## src/rtl/serial_subtractor_pkg.sv

```systemverilog
// Shared types for the bit-serial subtractor: FSM state encoding and counter sizing.
package serial_subtractor_pkg;

   typedef enum logic [1:0] {
      S_IDLE = 2'd0,
      S_RUN  = 2'd1,
      S_DONE = 2'd2
   } state_t;

   // Bit-counter width; never below one bit so the counter is always a real vector.
   function automatic int cnt_width(input int width);
      return (width > 1) ? $clog2(width) : 1;
   endfunction

endpackage

```

## src/rtl/half_subtractor.sv

```systemverilog
// Half subtractor: d = x - y for single bits, bo = borrow out.
module half_subtractor (
   input  logic x,
   input  logic y,
   output logic d,
   output logic bo
);

   assign d  = x ^ y;
   assign bo = ~x & y;

endmodule

```

## src/rtl/serial_subtractor.sv

```systemverilog
// Bit-serial LSB-first subtractor D = A - B over WIDTH cycles with start/busy/done handshake.
// Optional signed-overflow flag enabled by defining SERIAL_SUB_OVF_EN.
module serial_subtractor
   import serial_subtractor_pkg::*;
#(
   parameter int WIDTH = 8
) (
   input  logic             clk,
   input  logic             rst_n,
   input  logic             start,
   input  logic [WIDTH-1:0] a,
   input  logic [WIDTH-1:0] b,
   output logic             busy,
   output logic             done,
   output logic [WIDTH-1:0] D,
   output logic             Bout,
   output logic             ovf
);

   localparam int CW = cnt_width(WIDTH);

   state_t           state, state_next;
   logic [WIDTH-1:0] sa, sb, sr;
   logic [CW-1:0]    cnt;
   logic             borrow;
   logic             d1, b1, d_bit, b2, bit_borrow;
   logic             last;
   logic [WIDTH-1:0] next_sr;

   // Full-subtractor cell built from two half subtractors.
   half_subtractor u_hs_ab (
      .x  (sa[0]),
      .y  (sb[0]),
      .d  (d1),
      .bo (b1)
   );

   half_subtractor u_hs_borrow (
      .x  (d1),
      .y  (borrow),
      .d  (d_bit),
      .bo (b2)
   );

   assign bit_borrow = b1 | b2;
   assign next_sr    = {d_bit, sr[WIDTH-1:1]};
   assign last       = (cnt == CW'(WIDTH - 1));
   assign busy       = (state != S_IDLE);
   assign done       = (state == S_DONE);

   // NOTE: sequential state uses non-blocking (<=) so every flop samples pre-edge values.
   always_ff @(posedge clk or negedge rst_n) begin
      if (!rst_n) state <= S_IDLE;
      else        state <= state_next;
   end

   // NOTE: every variable gets a default first so no path leaves it unassigned (no latch).
   always_comb begin
      state_next = state;
      case (state)
         S_IDLE:  if (start) state_next = S_RUN;
         S_RUN:   if (last)  state_next = S_DONE;
         S_DONE:  state_next = S_IDLE;
         default: state_next = S_IDLE;
      endcase
   end

   // NOTE: the working registers are reset too, so an aborted op leaves no stale bits behind.
   always_ff @(posedge clk or negedge rst_n) begin
      if (!rst_n) begin
         sa     <= '0;
         sb     <= '0;
         sr     <= '0;
         cnt    <= '0;
         borrow <= 1'b0;
         D      <= '0;
         Bout   <= 1'b0;
      end else begin
         case (state)
            S_IDLE: begin
               if (start) begin
                  sa     <= a;
                  sb     <= b;
                  cnt    <= '0;
                  borrow <= 1'b0;
               end
            end
            S_RUN: begin
               sa     <= sa >> 1;
               sb     <= sb >> 1;
               sr     <= next_sr;
               borrow <= bit_borrow;
               cnt    <= cnt + 1'b1;
               if (last) begin
                  D    <= next_sr;
                  Bout <= bit_borrow;
               end
            end
            default: ;
         endcase
      end
   end

`ifdef SERIAL_SUB_OVF_EN
   logic a_sign, b_sign, ovf_q;

   // Operand sign bits are kept separately because sa/sb are shifted away during RUN.
   always_ff @(posedge clk or negedge rst_n) begin
      if (!rst_n) begin
         a_sign <= 1'b0;
         b_sign <= 1'b0;
         ovf_q  <= 1'b0;
      end else if (state == S_IDLE && start) begin
         a_sign <= a[WIDTH-1];
         b_sign <= b[WIDTH-1];
      end else if (state == S_RUN && last) begin
         ovf_q <= (a_sign != b_sign) && (next_sr[WIDTH-1] != a_sign);
      end
   end

   assign ovf = ovf_q;
`else
   assign ovf = 1'b0;
`endif

endmodule

```

## config.mk

```make
export PLATFORM = sky130hd
export DESIGN_NAME = serial_subtractor
export DESIGN_NICKNAME = d
export VERILOG_FILES = /design/src/rtl/serial_subtractor_pkg.sv /design/src/rtl/half_subtractor.sv /design/src/rtl/serial_subtractor.sv
export SDC_FILE = /design/constraint.sdc
export NUM_CORES = 1
export LEC_CHECK = 0
export BUFFER_PORTS_ARGS = -buffer_cell sky130_fd_sc_hd__buf_2
export CORE_MARGIN = 5
export CORE_UTILIZATION = 55
export CTS_BUF_LIST = sky130_fd_sc_hd__clkbuf_8
export CTS_CLUSTER_DIAMETER = 80
export DETAILED_ROUTE_END_ITERATION = 8
export GPL_TIMING_DRIVEN = 0
export PLACE_DENSITY = 0.86
export SYNTH_ARGS = -nofsm -noshare
export SYNTH_HDL_FRONTEND = slang
export SYNTH_SLANG_ARGS = --single-unit
```

## constraint.sdc

```tcl
create_clock -name clk -period 2.5 [get_ports clk]
set_input_delay 0.5 -clock clk [delete_from_list [all_inputs] [get_ports clk]]
set_output_delay 0.5 -clock clk [all_outputs]
set_load 0.05 [all_outputs]
```

---- Yosys cells after proc, flatten, opt, wreduce, memory -nomap -nowiden ----
Index checks and enable logic that the tools add are counted.
storage, ports and cells
  register bits after elaboration ......... 39
  output and inout port bits .............. 12
  logic and storage cells ................. 38
cells by class
  add/sub/neg operators ................... 1
  equality and inequality tests ........... 5
  muxes and demuxes ....................... 11
  bitwise logic cells ..................... 7
  reductions and logical operators ........ 6
operators by type and width
  cell                                                                   number
  8-bit one-hot mux with 2 select lines                                  2
  8-bit 2-to-1 mux                                                       2
  3-bit one-hot mux with 2 select lines                                  1
  2-bit AND reduction                                                    3
  2-bit 2-to-1 mux                                                       2
  2-bit != test, second input constant                                   2
  2-bit one-hot mux with 2 select lines                                  1
  2-bit nonzero test                                                     2
  3-bit by 1-bit adder with 3-bit output, second input constant          1
  3-bit equality test, second input constant                             1
  3-bit 2-to-1 mux                                                       1
  1-bit bitwise AND                                                      2
  2-bit by 1-bit equality test with 1-bit output, second input constant  1
  2-bit equality test, second input constant                             1
  2-bit zero test                                                        1
  1-bit NOT                                                              2
  1-bit one-hot mux with 2 select lines                                  1
  1-bit bitwise XOR                                                      2
  1-bit 2-to-1 mux                                                       1
  1-bit bitwise OR                                                       1

---- Logic depth before layout (Yosys ltp) ----
  depth after elaboration ................. 5
  mapped depth ............................ 5
  mapped depth without buffers ............ 4

---- Cells and area by module ----
From an unflattened synthesis, not the netlist that was laid out.
second synthesis, totals
  cells, all modules ...................... 142
  area total of the unflattened synthesis .. 1776.7 µm²
by module, submodules not included
  module             instances  cells an instance  area an instance (µm²)  sequential area each (µm²)
  serial_subtractor  1          136                1736.7                  950.9
  half_subtractor    2          3                  20.0                    0.0

---- Worst setup path before layout ----
Ideal clock, no wire load.
  path type ............................... register to output
  start ................................... register state[1]
  end ..................................... output port done
  data arrival time ....................... 1491 ps
  data required time ...................... 2000 ps
  slack ................................... 509 ps
  stages on the path, launching flop included .. 4
  path buffers ............................ 2
  path through ............................ dfrtp_1 -> buf_2 -> clkbuf_1 -> nor2b_1
on the way
  longest elaborated chain between the ends .. 1
RTL lines
  what                      RTL line                 text
  start: declaration        serial_subtractor.sv:22  state_t state, state_next;
  start signal: assignment  serial_subtractor.sv:54  else state <= state_next;
  2-bit equality test       serial_subtractor.sv:49  assign done = (state == S_DONE);
  end: declaration          serial_subtractor.sv:14  output logic done,
No other way between the ends.

---- Worst setup path after layout ----
Ends and elaborated chain as after synthesis.

==> impl_metrics.env <==
export IMPL_status="completed"
export IMPL_drc=0
export IMPL_r2r_setup_slack_ns=0.90
export IMPL_crit_path_end="done"
export IMPL_synth_warnings=0
export IMPL_drt_wirelength_per_cell_um=15.9
export IMPL_htreeDepth=2
export IMPL_whs_ns=0.305
export IMPL_rr_startpoint="cnt[0]"
export IMPL_fin_crit_ns=2.11
export IMPL_synth_edf_count=0
export IMPL_max_freq_mhz=473
export IMPL_layoutNonFillerInstCount=214
export IMPL_p_seq_share_pct=39.2
export IMPL_clkPwrFrac_pct=17.6
export IMPL_area_delta_synth_final_pct=18.0
export IMPL_die_h_um=66.0
export IMPL_ys_seq_elements=38
export IMPL_synth_nets=155
export IMPL_postSynthCellCount=133
export IMPL_dpl_hpwl_um=2490
export IMPL_clockRootBuffer="clkbuf_8"
export IMPL_vias_per_cell=5.61
export IMPL_hold_viol=0
export IMPL_slew_headroom_pct=45.1
export IMPL_seq_area_um2=951
export IMPL_critPathArrivalTime_ns=1.61
export IMPL_crit_start="state[1]"
export IMPL_final_cell_mix="dfrtp_1, buf_2, inv_1"
export IMPL_routed_wl_um=3400
export IMPL_p_sw_mw=1.07
export IMPL_grt_max_degree=39
export IMPL_switching_share_pct=38.8
export IMPL_power_leakage_nw=0.966
export IMPL_dr_pass1_iters=4
export IMPL_ant_nets=0
export IMPL_io_pins=31
export IMPL_place_ws_ns=0.723
export IMPL_numCtsBuffers=5
export IMPL_placed_cell_area_um2=1930
export IMPL_clock_skew_ns=0.00345
export IMPL_drtIter0Drc=75
export IMPL_clk_pin_slew_ns=0.07
export IMPL_critPathSlowestCell="dfrtp_1"
export IMPL_drive_gt1_share_pct=37.1
export IMPL_synthArstFlopShare_pct=100
export IMPL_clkSinkCount=38
export IMPL_drv_cap=0
export IMPL_critPathMaxFanout=10
export IMPL_multiInputGateArea_um2=671
export IMPL_core_um2=3030
export IMPL_cts_hold_buffers=0
export IMPL_cts_setup_buffers=0
export IMPL_syn_area_um2=1730
export IMPL_clkLatencyLatePin_ns=0.29
export IMPL_critical_path_cell_chain="buf_2 > clkbuf_1 > nor2b_1 > buf_2"
export IMPL_fin_nets=191
export IMPL_setup_slack_ns=0.387
export IMPL_seq_area_frac_synth_pct=55.1
export IMPL_antenna_found_initial=0
export IMPL_finalInstanceArea_um2=2040
export IMPL_path_common_cell="buf_2"
export IMPL_hold_class="in -> async"
export IMPL_grt_use_total_pct=18.4
export IMPL_overflow=0
export IMPL_reg2reg_depth=5
export IMPL_num_rows=20
export IMPL_synth_main_ff_cell="dfrtp_1"
export IMPL_ys_types=29
export IMPL_finalMaxSlewViolations=0
export IMPL_final_setup_viol_count=0
export IMPL_fin_crit_sh_pct=84.5
export IMPL_p_per_area_nw_per_um2=1350
export IMPL_grt_pass1_wl_um=5940
export IMPL_grt_pass1_vias=1263
export IMPL_critPathKind="reg -> out"
export IMPL_fin_util_pct=67.3
export IMPL_antenna_cells=0
export IMPL_end_kind="output port"
export IMPL_num_vias=1201
export IMPL_ir_worst_vdd_uv=628
export IMPL_cts_max_path_buffers=2
export IMPL_r2r_end="D[1]"
export IMPL_fin_tns_setup_ns=0
export IMPL_n_fill_cell=239
export IMPL_start_util_pct=57.0
export IMPL_rsz0062_at_grt="false"
export IMPL_place_inst=206
export IMPL_worst_pin_slew_ns=0.823
export IMPL_gp_congestion=0.786
export IMPL_max_stage_delay_ns=0.36
export IMPL_critPathLaunchType="register"
export IMPL_cp_required_ns=2.00
export IMPL_syn_area_per_cell_um2=13.0
export IMPL_die_width_um=66.0
export IMPL_power_internal_mw=1.68
export IMPL_io_buffer_count=29
export IMPL_ctsResizeCount=0
export IMPL_pwr_share_comb_pct=43.2
export IMPL_die_area_um2=4360
export IMPL_power_mw=2.75
export IMPL_cts_tree="built"
==> power groups by stage <==
stage / Sequential [mW] / Clock [mW] / Combinational, mW
2_1_floorplan: 1.29 / 0 / 0.689
3_3_place_gp: 1.06 / 0 / 1.15
3_5_place_dp: 1.09 / 0 / 1.20
4_1_cts: 1.08 / 0.492 / 1.20
5_1_grt: 1.11 / 0.531 / 1.30
6_report: 1.08 / 0.485 / 1.19
==> worst max-delay path: cells and delay by family (launching register included) <==
family	cells	cell delay [ns]
flip-flops	1	0.36
buffers and inverters	3	0.78
AND/OR/NAND/NOR	1	0.18
==> kinds of logic (layout without fill, tap and decap cells) <==
logic type | after synthesis | count (layout) | synth area share [%]
AO/OA/AOI/OAI | 22 | 22 | 11.3
AND/OR/NAND/NOR | 28 | 28 | 13.8
flip-flops | 38 | 38 | 55.1
multiplexers | 17 | 17 | 10.9
other | 1 | 1 | 0.217
buffers and inverters | 24 | 61 | 6.09
adder cells (fa/ha/maj) | 3 | 3 | 2.61
==> Yosys cell counts, types with 3 or more instances <==
library cell | n | area (µm²)
a211oi_1 | 5 | 37.5
a221oi_1 | 3 | 26.3
buf_2 | 9 | 45.0
clkbuf_1 | 3 | 11.3
dfrtp_1 | 38 | 951
inv_1 | 11 | 41.3
mux2_1 | 8 | 90.1
mux2_2 | 7 | 78.8
nor3b_1 | 7 | 52.6
nor4b_1 | 8 | 70.1
o221a_2 | 6 | 67.6
or4b_1 | 6 | 60.1
==> worst min-delay path by stage <==
stage / start / endpoint / slack, ns / cells past startpoint
floorplan: rst_n / Bout / 0.20 / 0
global placement: sr[1] / D[0] / 0.46 / 1
detailed placement: cnt[0] / cnt[0] / 0.48 / 1
CTS: rst_n / sa[6] / 0.32 / 1
global route: rst_n / sa[4] / 0.37 / 1
finish: rst_n / sa[6] / 0.30 / 1
==> state kept, by name, indices dropped and copies added (netlist names) <==
signal	flops
sb	8
Bout	1
sr	7
cnt	3
sa	8
D	8
state	2
borrow	1
==> final cells by class <==
| cell class | count | share of cell area, % |
|---|---|---|
| sequential | 38 | 46.7 |
| multi-input combinational | 71 | 32.9 |
| timing repair buffer | 29 | 7.13 |
| clock buffer | 8 | 5.41 |
| buffer | 13 | 3.13 |
| tap | 44 | 2.70 |
| inverter | 11 | 2.03 |
==> layer usage <==
layer,global-route usage (%),up-vias,wire length [µm]
met5,0,-,0
met4,6.09,0,49
met3,6.29,9,178
met2,30.9,27,1720
met1,22.1,607,1460
li1,-,558,-
Power figures use the tool's default switching activity.
